$ cat src/rtl/andromeda_pixel_tx.sv
// andromeda_pixel_tx: replays a stored RGB frame from a synchronous frame
// buffer as a parallel pixel stream with NTSC-style raster timing.
module andromeda_pixel_tx #(
  parameter int unsigned IMAGE_WIDTH  = 720,
  parameter int unsigned IMAGE_HEIGHT = 480,
  parameter int unsigned H_BLANK      = 138,
  parameter int unsigned V_BLANK      = 45,
  parameter int unsigned HSYNC_LEN    = 62,
  parameter int unsigned VSYNC_LEN    = 6,
  parameter int unsigned ADDR_WIDTH   = 19
) (
  input  logic                  clock,
  input  logic                  reset,
  input  logic                  enable,
  output logic                  mem_rd_en,
  output logic [ADDR_WIDTH-1:0] mem_rd_addr,
  input  logic [35:0]           mem_rd_data,
  output logic [11:0]           red_data_out,
  output logic [11:0]           green_data_out,
  output logic [11:0]           blue_data_out,
  output logic                  pixel_valid,
  output logic                  line_start,
  output logic                  frame_start,
  output logic                  hsync,
  output logic                  vsync,
  output logic                  busy
);

  localparam int unsigned LINE_TOTAL  = IMAGE_WIDTH + H_BLANK;
  localparam int unsigned FRAME_LINES = IMAGE_HEIGHT + V_BLANK;
  localparam int unsigned XW = $clog2(LINE_TOTAL);
  localparam int unsigned YW = $clog2(FRAME_LINES);

  localparam logic [XW-1:0] X_ACT    = XW'(IMAGE_WIDTH);
  localparam logic [XW-1:0] X_LAST   = XW'(LINE_TOTAL - 1);
  localparam logic [XW-1:0] X_HS_END = XW'(IMAGE_WIDTH + HSYNC_LEN);
  localparam logic [YW-1:0] Y_ACT    = YW'(IMAGE_HEIGHT);
  localparam logic [YW-1:0] Y_LAST   = YW'(FRAME_LINES - 1);
  localparam logic [YW-1:0] Y_VS_END = YW'(IMAGE_HEIGHT + VSYNC_LEN);

  typedef enum logic [1:0] {IDLE, RUN, DRAIN} state_t;

  state_t                state_q, state_d;
  logic [XW-1:0]         x_q, x_d;
  logic [YW-1:0]         y_q, y_d;
  logic [ADDR_WIDTH-1:0] addr_q, addr_d;
  logic                  drain_q, drain_d;

  logic run, active, line_end, frame_end;
  logic hs_now, vs_now, ls_now, fs_now;

  logic s1_active, s1_ls, s1_fs, s1_hs, s1_vs;

  // Next-state, raster counters and incremental read address
  always_comb begin
    state_d   = state_q;
    x_d       = x_q;
    y_d       = y_q;
    addr_d    = addr_q;
    drain_d   = 1'b0;
    run       = (state_q == RUN);
    active    = run && (x_q < X_ACT) && (y_q < Y_ACT);
    line_end  = (x_q == X_LAST);
    frame_end = line_end && (y_q == Y_LAST);
    hs_now    = run && (x_q >= X_ACT) && (x_q < X_HS_END);
    vs_now    = run && (y_q >= Y_ACT) && (y_q < Y_VS_END);
    ls_now    = active && (x_q == '0);
    fs_now    = run && (x_q == '0) && (y_q == '0);

    case (state_q)
      IDLE: begin
        x_d    = '0;
        y_d    = '0;
        addr_d = '0;
        if (enable) state_d = RUN;
      end
      RUN: begin
        if (active) addr_d = addr_q + 1'b1;
        if (line_end) begin
          x_d = '0;
          if (frame_end) begin
            y_d    = '0;
            addr_d = '0;
            if (!enable) state_d = DRAIN;
          end else begin
            y_d = y_q + 1'b1;
          end
        end else begin
          x_d = x_q + 1'b1;
        end
      end
      DRAIN: begin
        x_d    = '0;
        y_d    = '0;
        addr_d = '0;
        // drain_q marks the second DRAIN clock
        if (drain_q) state_d = IDLE;
        else         drain_d = 1'b1;
      end
      default: state_d = IDLE;
    endcase
  end

  assign mem_rd_en   = active;
  assign mem_rd_addr = addr_q;
  assign busy        = (state_q != IDLE);

  // State and counter registers
  always_ff @(posedge clock) begin
    if (reset) begin
      state_q <= IDLE;
      x_q     <= '0;
      y_q     <= '0;
      addr_q  <= '0;
      drain_q <= 1'b0;
    end else begin
      state_q <= state_d;
      x_q     <= x_d;
      y_q     <= y_d;
      addr_q  <= addr_d;
      drain_q <= drain_d;
    end
  end

  // Stage 1: flags captured alongside the read request
  always_ff @(posedge clock) begin
    if (reset) begin
      s1_active <= 1'b0;
      s1_ls     <= 1'b0;
      s1_fs     <= 1'b0;
      s1_hs     <= 1'b0;
      s1_vs     <= 1'b0;
    end else begin
      s1_active <= active;
      s1_ls     <= ls_now;
      s1_fs     <= fs_now;
      s1_hs     <= hs_now;
      s1_vs     <= vs_now;
    end
  end

  // Stage 2: output registers, RGB forced to zero outside active video
  always_ff @(posedge clock) begin
    if (reset) begin
      red_data_out   <= '0;
      green_data_out <= '0;
      blue_data_out  <= '0;
      pixel_valid    <= 1'b0;
      line_start     <= 1'b0;
      frame_start    <= 1'b0;
      hsync          <= 1'b0;
      vsync          <= 1'b0;
    end else begin
      red_data_out   <= s1_active ? mem_rd_data[35:24] : '0;
      green_data_out <= s1_active ? mem_rd_data[23:12] : '0;
      blue_data_out  <= s1_active ? mem_rd_data[11:0]  : '0;
      pixel_valid    <= s1_active;
      line_start     <= s1_ls;
      frame_start    <= s1_fs;
      hsync          <= s1_hs;
      vsync          <= s1_vs;
    end
  end

endmodule

$ cat config.mk
export PLATFORM = sky130hd
export DESIGN_NAME = andromeda_pixel_tx
export DESIGN_NICKNAME = d
export VERILOG_FILES = /design/src/rtl/andromeda_pixel_tx.sv
export SDC_FILE = /design/constraint.sdc
export NUM_CORES = 1
export LEC_CHECK = 0
export CORE_AREA = 2 2 90 92
export DETAILED_ROUTE_END_ITERATION = 10
export DIE_AREA = 0 0 92 94
export PLACE_DENSITY_LB_ADDON = 0.08
export SLEW_MARGIN = 20
export SYNTH_ARGS = -nofsm -noshare
export SYNTH_HDL_FRONTEND = slang
export SYNTH_SLANG_ARGS = --single-unit
$ cat constraint.sdc
create_clock -name clock -period 1.89 [get_ports clock]
set_input_delay 0.189 -clock clock [delete_from_list [all_inputs] [get_ports clock]]
set_output_delay 0.189 -clock clock [all_outputs]
set_load 0.02 [all_outputs]
==> results of run 1 <==
through the flow:
| step | TNS [ps] | std cells | setup WS [ps] | cell area, µm² | utilization |
|---|---|---|---|---|---|
| 6_report | 0 | 604 | 67.26 | 5036 | 0.6620 |
| 5_1_grt | -119.5 | 604 | -64.76 | 5036 | 0.6620 |
| 4_1_cts | 0 | 603 | 3.329 | 5001 | 0.6574 |
| 3_5_place_dp | 0 | 587 | 24.93 | 4778 | 0.6281 |
| 3_3_place_gp | 0 | 587 | 106.4 | 4778 | 0.6281 |
| 2_1_floorplan | 0 | 382 | 171.2 | 3555 | - |
power by group through the flow:
stage	Clock [mW]	Combinational, mW	Sequential (mW)
floorplan	0	0.130	1.97
global placement	0	0.338	1.94
detailed placement	0	0.341	1.94
CTS	1.46	0.341	1.90
global route	1.56	0.369	1.90
finish	1.43	0.339	1.90
path summary, 6_finish.rpt:
check	from	end	slack [ps]	cells after the start
worst max-delay path	y_q[0]	mem_rd_addr[14]	70	8
worst min-delay path	mem_rd_data[25]	red_data_out[1]	390	2
worst max register to register	y_q[0]	mem_rd_addr[14]	70	8
worst min register to register	drain_q	drain_q	420	1
layout by cell type, fill, tap and decap left out, types with 6 or more instances in the layout:
cell	count
nand2b_1	6
and2_1	40
o21ai_0	9
a211oi_1	12
nand3_1	14
ha_1	6
clkdlybuf4s50_1	99
a31oi_1	11
dfxtp_1	85
nand2_1	24
and3_1	11
nor3_1	6
nor2b_1	8
inv_1	13
a311oi_1	14
buf_4	22
a21oi_1	31
nor2_1	19
clkbuf_8	9
nand4_1	9
layout make-up:
class / instances / area (µm²)
fill: 656 / 2571
sequential: 88 / 1765
multi-input combinational: 261 / 1653
timing repair buffer: 125 / 1225
tap: 102 / 127.6
clock buffer: 9 / 123.9
clock inverter: 6 / 92.59
inverter: 13 / 48.80
sequential cells by signal, summed over array words and instances, names as in the netlist:
register / flops
y_q: 10
drain_q: 1
x_q: 10
red_data_out: 12
pixel_valid: 1
s1_active: 1
frame_start: 1
hsync: 1
s1_ls: 1
green_data_out: 12
s1_vs: 1
line_start: 1
vsync: 1
s1_fs: 1
blue_data_out: 12
mem_rd_addr: 19
state_q: 2
s1_hs: 1
layer usage:
layer  up-vias  global-route usage  part of all wire  routed length (µm)
li1       1595                   -                 -                   -
met2       126              0.3199              0.44                3895
met3        14             0.04414             0.064                 567
met1      1447              0.2947              0.48                4210
met5         -                   0                 0                   0
met4         0             0.09328             0.018                 162
worst reg2reg max path: cells and delay by family, from the launching register on:
kind,cells,cell delay (ps)
AOI/OAI and AO/OA,3,660
adders and majority gates,1,180
buffers and inverters,2,210
DFF,1,340
and+or+nand+nor,2,340
cells by family after synthesis:
logic type | after synthesis
flops | 88
buf+inv | 33
xor+xnor | 3
simple gates | 158
mux | 2
compound gates | 92
fa+ha+maj | 6
timing repair:
item	in CTS	in global routing
endpoints found under the setup margin	1	22
resized for setup	1	5
setup buffers	1	1
pin swaps	1	1
==> out/qor.yml, run 1 <==
antenna_found_initial: 0
synth-seq-cells: 88
pwr-share-seq: 0.518
cts_tree: "yes"
slowest_delay_ps: 340
p_sw_uw: 854.3
rsz0062_at_grt: "true"
crit_path_end_kind: "flip-flop"
setup_viol: 0
drcViolationCount: 0
hold_viol_final: 0
syn_avg_cell_area_um2: 9.305
dr.pass1.iters: 5
final_nets: 543
crit_fanout: 20
syn_inst: 382
core_um2: 7607
hp-class: "input pin to flip-flop"
synth_cell_type_count: 49
netlist.area_leader.share: 0.4956
yosys.area.top_type: "dfxtp_1"
start_util: 0.4673
wire_per_inst_um: 14.63
drt_iter0_drc: 172
track_usage: 0.2124
viasPerCell: 5.268
antenna_cells: 0
synthFlopType: "dfxtp_1"
outcome: "finished, final reports clean"
clock_insertion_delay_worst_skew_ps: 350
fmax_mhz: 548.6
ios: 101
start_kind: "flip-flop"
syn-cell-area_um2: 3555
io_buffers: 100
clk_pin_slew_ps: 90
hold_buffers: 0
crit_slowest_cell: "dfxtp_1"
cts.sinks: 88
power.total_mw: 3.665
dieArea_um2: 8648
fp-row-count: 32
cts_max_level: 3
finClkSkew_ps: 9.541
synth_mux_area_frac: 0.005632
internal_power_mw: 2.811
maxCapViolations: 0
swShare: 0.2331
first_global_vias: 2852
drt_wl_total_um: 8836
worstPathCellList: "inv_1 -> ha_1 -> nor2b_1 -> and4_4 -> a21oi_2 -> buf_12 -> a21bo_2 -> a311oi_1"
grt_overflow: 0
min_period_over_period: 0.9644
crit_type: "flip-flop to flip-flop"
synthAdderAreaFrac: 0.02112
leakagePower_nw: 1.859
gp_congestion: 0.8612
ys_top_cells_by_area: "dfxtp_1, and2_1, a21oi_1"
vias: 3182
synth-compound-area-share: 0.1707
synth_top_family_by_area: "simple AND/OR/NAND/NOR gates"
min_period_ps: 1823
dp_hpwl_um: 6379
drtAntennaViolNets: 0
die_h_um: 94
path_delay_family: "compound AO/OA/AOI/OAI gates"
ys_warn_count: 0
grt_max_degree: 38
yosysMostFrequentCell: "dfxtp_1"
power_density_nw_per_um2: 727.8
cts_made_buffers: 9
hold_ws_ps: 386.0
synth-edff-count: 0
clk_path_buf_depth: 2
seq_area_frac_synth: 0.4956
grt_first_pass_wirelength_um: 14430
path_buf_inv: 2
die_w_um: 92
slew_headroom: 0.6124
clockPowerShare: 0.389
drive_gt1_frac: 0.1056
synth_top_cells_by_count: "dfxtp_1, and2_1, a21oi_1"
arrival_ps: 2090
drv_slew: 0
worst_pin_slew_ps: 581.5
vdd_drop_max_v: 0.0004066
cp.required_ps: 2150
synthXorXnorAreaFrac: 0.007392
area_growth_pct: 41.68
combPwrFrac: 0.093
cts_root_buf: "clkbuf_8"
syn-num-nets: 427
async_flop_share: 0
yosys.area_share.simple: 0.2570
No activity file was read; power rests on OpenSTA's default activity.
==> run 2, diff against run 1 <==
--- a/config.mk
+++ b/config.mk
@@ -8,6 +8,7 @@
 export CORE_AREA = 2 2 90 92
 export DETAILED_ROUTE_END_ITERATION = 10
 export DIE_AREA = 0 0 92 94
+export GPL_TIMING_DRIVEN = 0
 export PLACE_DENSITY_LB_ADDON = 0.08
 export SLEW_MARGIN = 20
 export SYNTH_ARGS = -nofsm -noshare
==> out/qor.yml, run 2 (same netlist as run 1, synthesis figures left out) <==
die_w_um: 92
dpl.cell_count: 584
min_period_ps: 1869
drcViolationCount: 0
drt_wl_total_um: 9339
start_kind: "flip-flop"
combPwrFrac: 0.103
cts_root_buf: "clkbuf_8"
crit_fanout: 5
pwr-share-seq: 0.550
die_h_um: 94
rsz0062_at_grt: "true"
dr.pass1.iters: 5
final_nets: 551
slew_headroom: 0.6509
p_sw_uw: 882.9
largest_reg_flops: 19
finClkSkew_ps: 10.75
setup_viol: 0
core_um2: 7607
crit_type: "flip-flop to flip-flop"
clk_path_buf_depth: 2
worst_pin_slew_ps: 523.6
gp_congestion: 0.8195
dp_hpwl_um: 6542
io_buffers: 100
outcome: "finished, final reports clean"
clock_insertion_delay_worst_skew_ps: 350
ios: 101
start_util: 0.4673
cts_tree: "yes"
crit_slowest_cell: "or3_4"
track_usage: 0.2122
drive_gt1_frac: 0.1429
path_delay_family: "simple AND/OR/NAND/NOR gates"
power_density_nw_per_um2: 672.5
drv_slew: 0
vias: 3283
crit_path_end_kind: "flip-flop"
cp.required_ps: 2160
grt_overflow: 0
fmax_mhz: 535.0
cts_max_level: 3
crit_path_start: "x_q[1]"
grt_max_degree: 17
worstPathCellList: "inv_4 -> ha_4 -> nand3b_1 -> or3_4 -> nor3_4 -> buf_6 -> nand2_1 -> a31oi_1"
slowest_delay_ps: 440
swShare: 0.2562
layout_commonest_cell: "clkdlybuf4s50_1"
maxCapViolations: 0
path_buf_inv: 2
cts_made_buffers: 9
hold_start: "mem_rd_data[24]"
grt_first_pass_wirelength_um: 14500
hold_viol_final: 0
antenna_cells: 0
arrival_ps: 2140
area_growth_pct: 44.17
min_period_over_period: 0.9890
hp-class: "input pin to flip-flop"
vdd_drop_max_v: 0.0003696
wire_per_inst_um: 15.23
timing.rr.start: "x_q[1]"
internal_power_mw: 2.564
final_util: 0.6737
cts.sinks: 88
clockPowerShare: 0.347
leakagePower_nw: 1.873
fin_cells: 613
fp-row-count: 32
drt_iter0_drc: 163
viasPerCell: 5.356
drtAntennaViolNets: 0
antenna_found_initial: 0
layout_common_cells: "clkdlybuf4s50_1, dfxtp_1, and2_1, a21oi_1, nand2_1"
first_global_vias: 2995
dieArea_um2: 8648
clk_pin_slew_ps: 90
## run 2: worst register-to-register path, delay by kind of cell (launching register included)
| family | cells | cell delay (ps) |
|---|---|---|
| buffers and inverters | 2 | 220 |
| and+or+nand+nor | 4 | 940 |
| DFF | 1 | 370 |
| adders and majority gates | 1 | 110 |
| AOI/OAI and AO/OA | 1 | 150 |
## run 2: final timing paths
path | endpoint | slack [ps] | depth (start not counted)
worst min register to register | drain_q | 430 | 1
worst max-delay path | y_q[5] | 20 | 8
worst min-delay path | red_data_out[0] | 390 | 2
worst max register to register | y_q[5] | 20 | 8
## run 2: cell type report
class	count	area (µm²)
buffer	18	110.1
clock buffer	10	127.6
clock inverter	6	53.80
fill	656	2482
inverter	13	51.30
multi-input combinational	261	1737
sequential	88	1799
tap	102	127.6
timing repair buffer	115	1119
## run 2: power by group through the flow
| stage | clock (mW) | combinational [mW] | sequential, mW |
|---|---|---|---|
| final | 1.19 | 0.356 | 1.90 |
| after global routing | 1.31 | 0.385 | 1.90 |
| after global placement | 0 | 0.324 | 1.95 |
| after CTS | 1.23 | 0.336 | 1.90 |
| after floorplan | 0 | 0.130 | 1.97 |
| after detailed placement | 0 | 0.328 | 1.95 |
## run 2: repair_timing
action / in CTS / in global routing
pin swaps: 2 / 9
hold buffers: 0 / 0
resized for setup: 23 / 37
setup endpoints to repair: 17 / 29
gates cloned: 0 / 2
setup buffers: 0 / 13
## run 2: routing by layer
metal / vias up / track usage / wire [µm]
met5: - / 0 / 0
met4: 0 / 0.07214 / 76
met3: 6 / 0.04254 / 564
met2: 133 / 0.3627 / 4585
met1: 1527 / 0.2686 / 4113
li1: 1617 / - / -
## run 2: metrics by stage
stage	total power [mW]	hold WS (ps)	cell area (µm²)	TNS (ps)	setup slack (ps)
after floorplan	2.101	310.7	3555	0	171.2
after global placement	2.270	396.3	4683	-362.9	-324.8
after detailed placement	2.275	418.9	4683	-728.9	-348.5
after CTS	3.469	374.5	4906	0	1.215
after global routing	3.592	378.1	5125	-222.9	-67.68
final	3.447	391.4	5125	0	20.81
==> run 3, diff against run 2 <==
--- a/config.mk
+++ b/config.mk
@@ -9,8 +9,9 @@
 export DETAILED_ROUTE_END_ITERATION = 10
 export DIE_AREA = 0 0 92 94
 export GPL_TIMING_DRIVEN = 0
-export PLACE_DENSITY_LB_ADDON = 0.08
+export PLACE_DENSITY = 0.89
 export SLEW_MARGIN = 20
 export SYNTH_ARGS = -nofsm -noshare
 export SYNTH_HDL_FRONTEND = slang
 export SYNTH_SLANG_ARGS = --single-unit
+export TNS_END_PERCENT = 50
==> out/qor.yml, run 3 (same netlist as run 1, synthesis figures left out) <==
outcome: "finished, final reports clean"
dp_slack_ps: -299.6
start_util: 0.4673
slowest_delay_ps: 450
start_kind: "flip-flop"
fin_area_um2: 5056
largest_reg_flops: 19
hold_viol_final: 0
dr.pass1.iters: 5
swShare: 0.2683
hold_ws_ps: 369.8
final.setup.worst_slack_ps: 41.18
clk_pin_slew_ps: 100
vdd_drop_max_v: 0.0003513
io_buffers: 100
setup_viol: 0
hp-class: "input pin to flip-flop"
antenna_cells: 0
regToRegSetupSlack_ps: 40
gr-usage-met2: 0.3480
final_util: 0.6646
placed_cell_area_um2: 4683
layout_commonest_cell: "clkdlybuf4s50_1"
path_delay_family: "simple AND/OR/NAND/NOR gates"
hold_buffers: 0
top_usage_layer: "met2"
cp.required_ps: 2180
drcViolationCount: 0
fp-row-count: 32
fmax_mhz: 540.9
pwr-share-seq: 0.538
grt_use_met3: 0.04815
dieArea_um2: 8648
track_usage: 0.2172
drt_iter0_drc: 195
fin_cells: 609
p_sw_uw: 947.3
grt_overflow: 0
drt_wl_total_um: 9534
cts_root_buf: "clkbuf_8"
wire_per_inst_um: 15.66
die_w_um: 92
crit_path_end_kind: "flip-flop"
gp_congestion: 0.9215
fillers: 543
worstPathCellList: "nand4_1 -> buf_4 -> and3_1 -> and3_1 -> a21bo_2 -> a311oi_2"
core_um2: 7607
cts.sinks: 88
grt_max_degree: 19
drive_gt1_frac: 0.1243
first_global_vias: 2934
cts_tree: "yes"
slew_headroom: 0.6497
crit_type: "flip-flop to flip-flop"
combPwrFrac: 0.098
clock_insertion_delay_worst_skew_ps: 370
rsz0062_at_grt: "true"
clk_path_buf_depth: 2
antenna_found_initial: 0
ios: 101
min_period_ps: 1849
finClkSkew_ps: 13.95
crit_path_frequent_cell: "and3_1"
area_growth_pct: 42.24
dp_hpwl_um: 6790
path_buf_inv: 1
maxCapViolations: 0
use_met1: 0.2887
drtAntennaViolNets: 0
viasPerCell: 5.468
cts_made_buffers: 9
worst_pin_slew_ps: 525.5
grt_first_pass_wirelength_um: 14810
internal_power_mw: 2.584
arrival_ps: 2140
crit_fanout: 5
dpl.cell_count: 584
vias: 3330
layout_common_cells: "clkdlybuf4s50_1, dfxtp_1, and2_1, a21oi_1, nand2_1"
clockPowerShare: 0.363
cts_max_level: 3
crit_slowest_cell: "dfxtp_1"
min_period_over_period: 0.9782
final_nets: 547
power_density_nw_per_um2: 698.4
die_h_um: 94
leakagePower_nw: 1.832
drv_slew: 0
[run 3: cell count changes in the layout (fill, tap and decap cells not counted), moves of 2 or more]
cell / change
dfxtp_1: +5
dfxtp_4: -4
buf_4: -3
inv_8: +3
a21oi_2: +2
buf_6: -2
clkinv_4: -2
nor2b_4: -2
[run 3: power groups by stage]
stage	Sequential, mW	Clock, mW	Combinational, mW
2_1_floorplan	1.97	0	0.130
3_3_place_gp	1.95	0	0.320
3_5_place_dp	1.95	0	0.328
4_1_cts	1.91	1.29	0.336
5_1_grt	1.91	1.38	0.372
6_report	1.90	1.28	0.348
[run 3: worst reg2reg max path, cell delays in order (launching register included)]
cell      delay, ps
dfxtp_1         450
nand4_1         200
buf_4           200
and3_1          230
and3_1          220
a21bo_2         240
a311oi_2        250
[run 3: path summary, 6_finish.rpt]
path,depth (start not counted),to,from
setup / recovery,6,mem_rd_addr[14],y_q[7]
hold / removal,2,red_data_out[10],mem_rd_data[34]
setup reg to reg,6,mem_rd_addr[14],y_q[7]
hold reg to reg,1,drain_q,drain_q
[run 3: layout make-up]
| cell class | count | area, µm² | share of cell area |
|---|---|---|---|
| Sequential cell | 88 | 1783 | 0.3526 |
| Multi-Input combinational cell | 261 | 1707 | 0.3375 |
| Timing Repair Buffer | 110 | 1077 | 0.2131 |
| Tap cell | 102 | 127.6 | 0.02524 |
| Clock buffer | 9 | 123.9 | 0.02450 |
| Buffer | 19 | 118.9 | 0.02351 |
| Clock inverter | 7 | 70.07 | 0.01386 |
| Inverter | 13 | 48.80 | 0.009651 |
[run 3: routing by layer]
layer,wire [µm],up-vias
met5,0,-
met4,180,0
met3,721,15
met2,4477,166
met1,4154,1539
li1,-,1610
[run 3: timing repair]
action,CTS,global route
gates cloned,0,1
endpoints found under the setup margin,11,25
setup buffers,1,8
pin swaps,2,4
gates resized for setup,18,23
[run 3: through the flow]
stage / total power, mW / TNS (ps)
floorplan: 2.101 / 0
global placement: 2.266 / -261.2
detailed placement: 2.276 / -389.1
CTS: 3.532 / -32.54
global route: 3.658 / -54.51
finish: 3.531 / 0
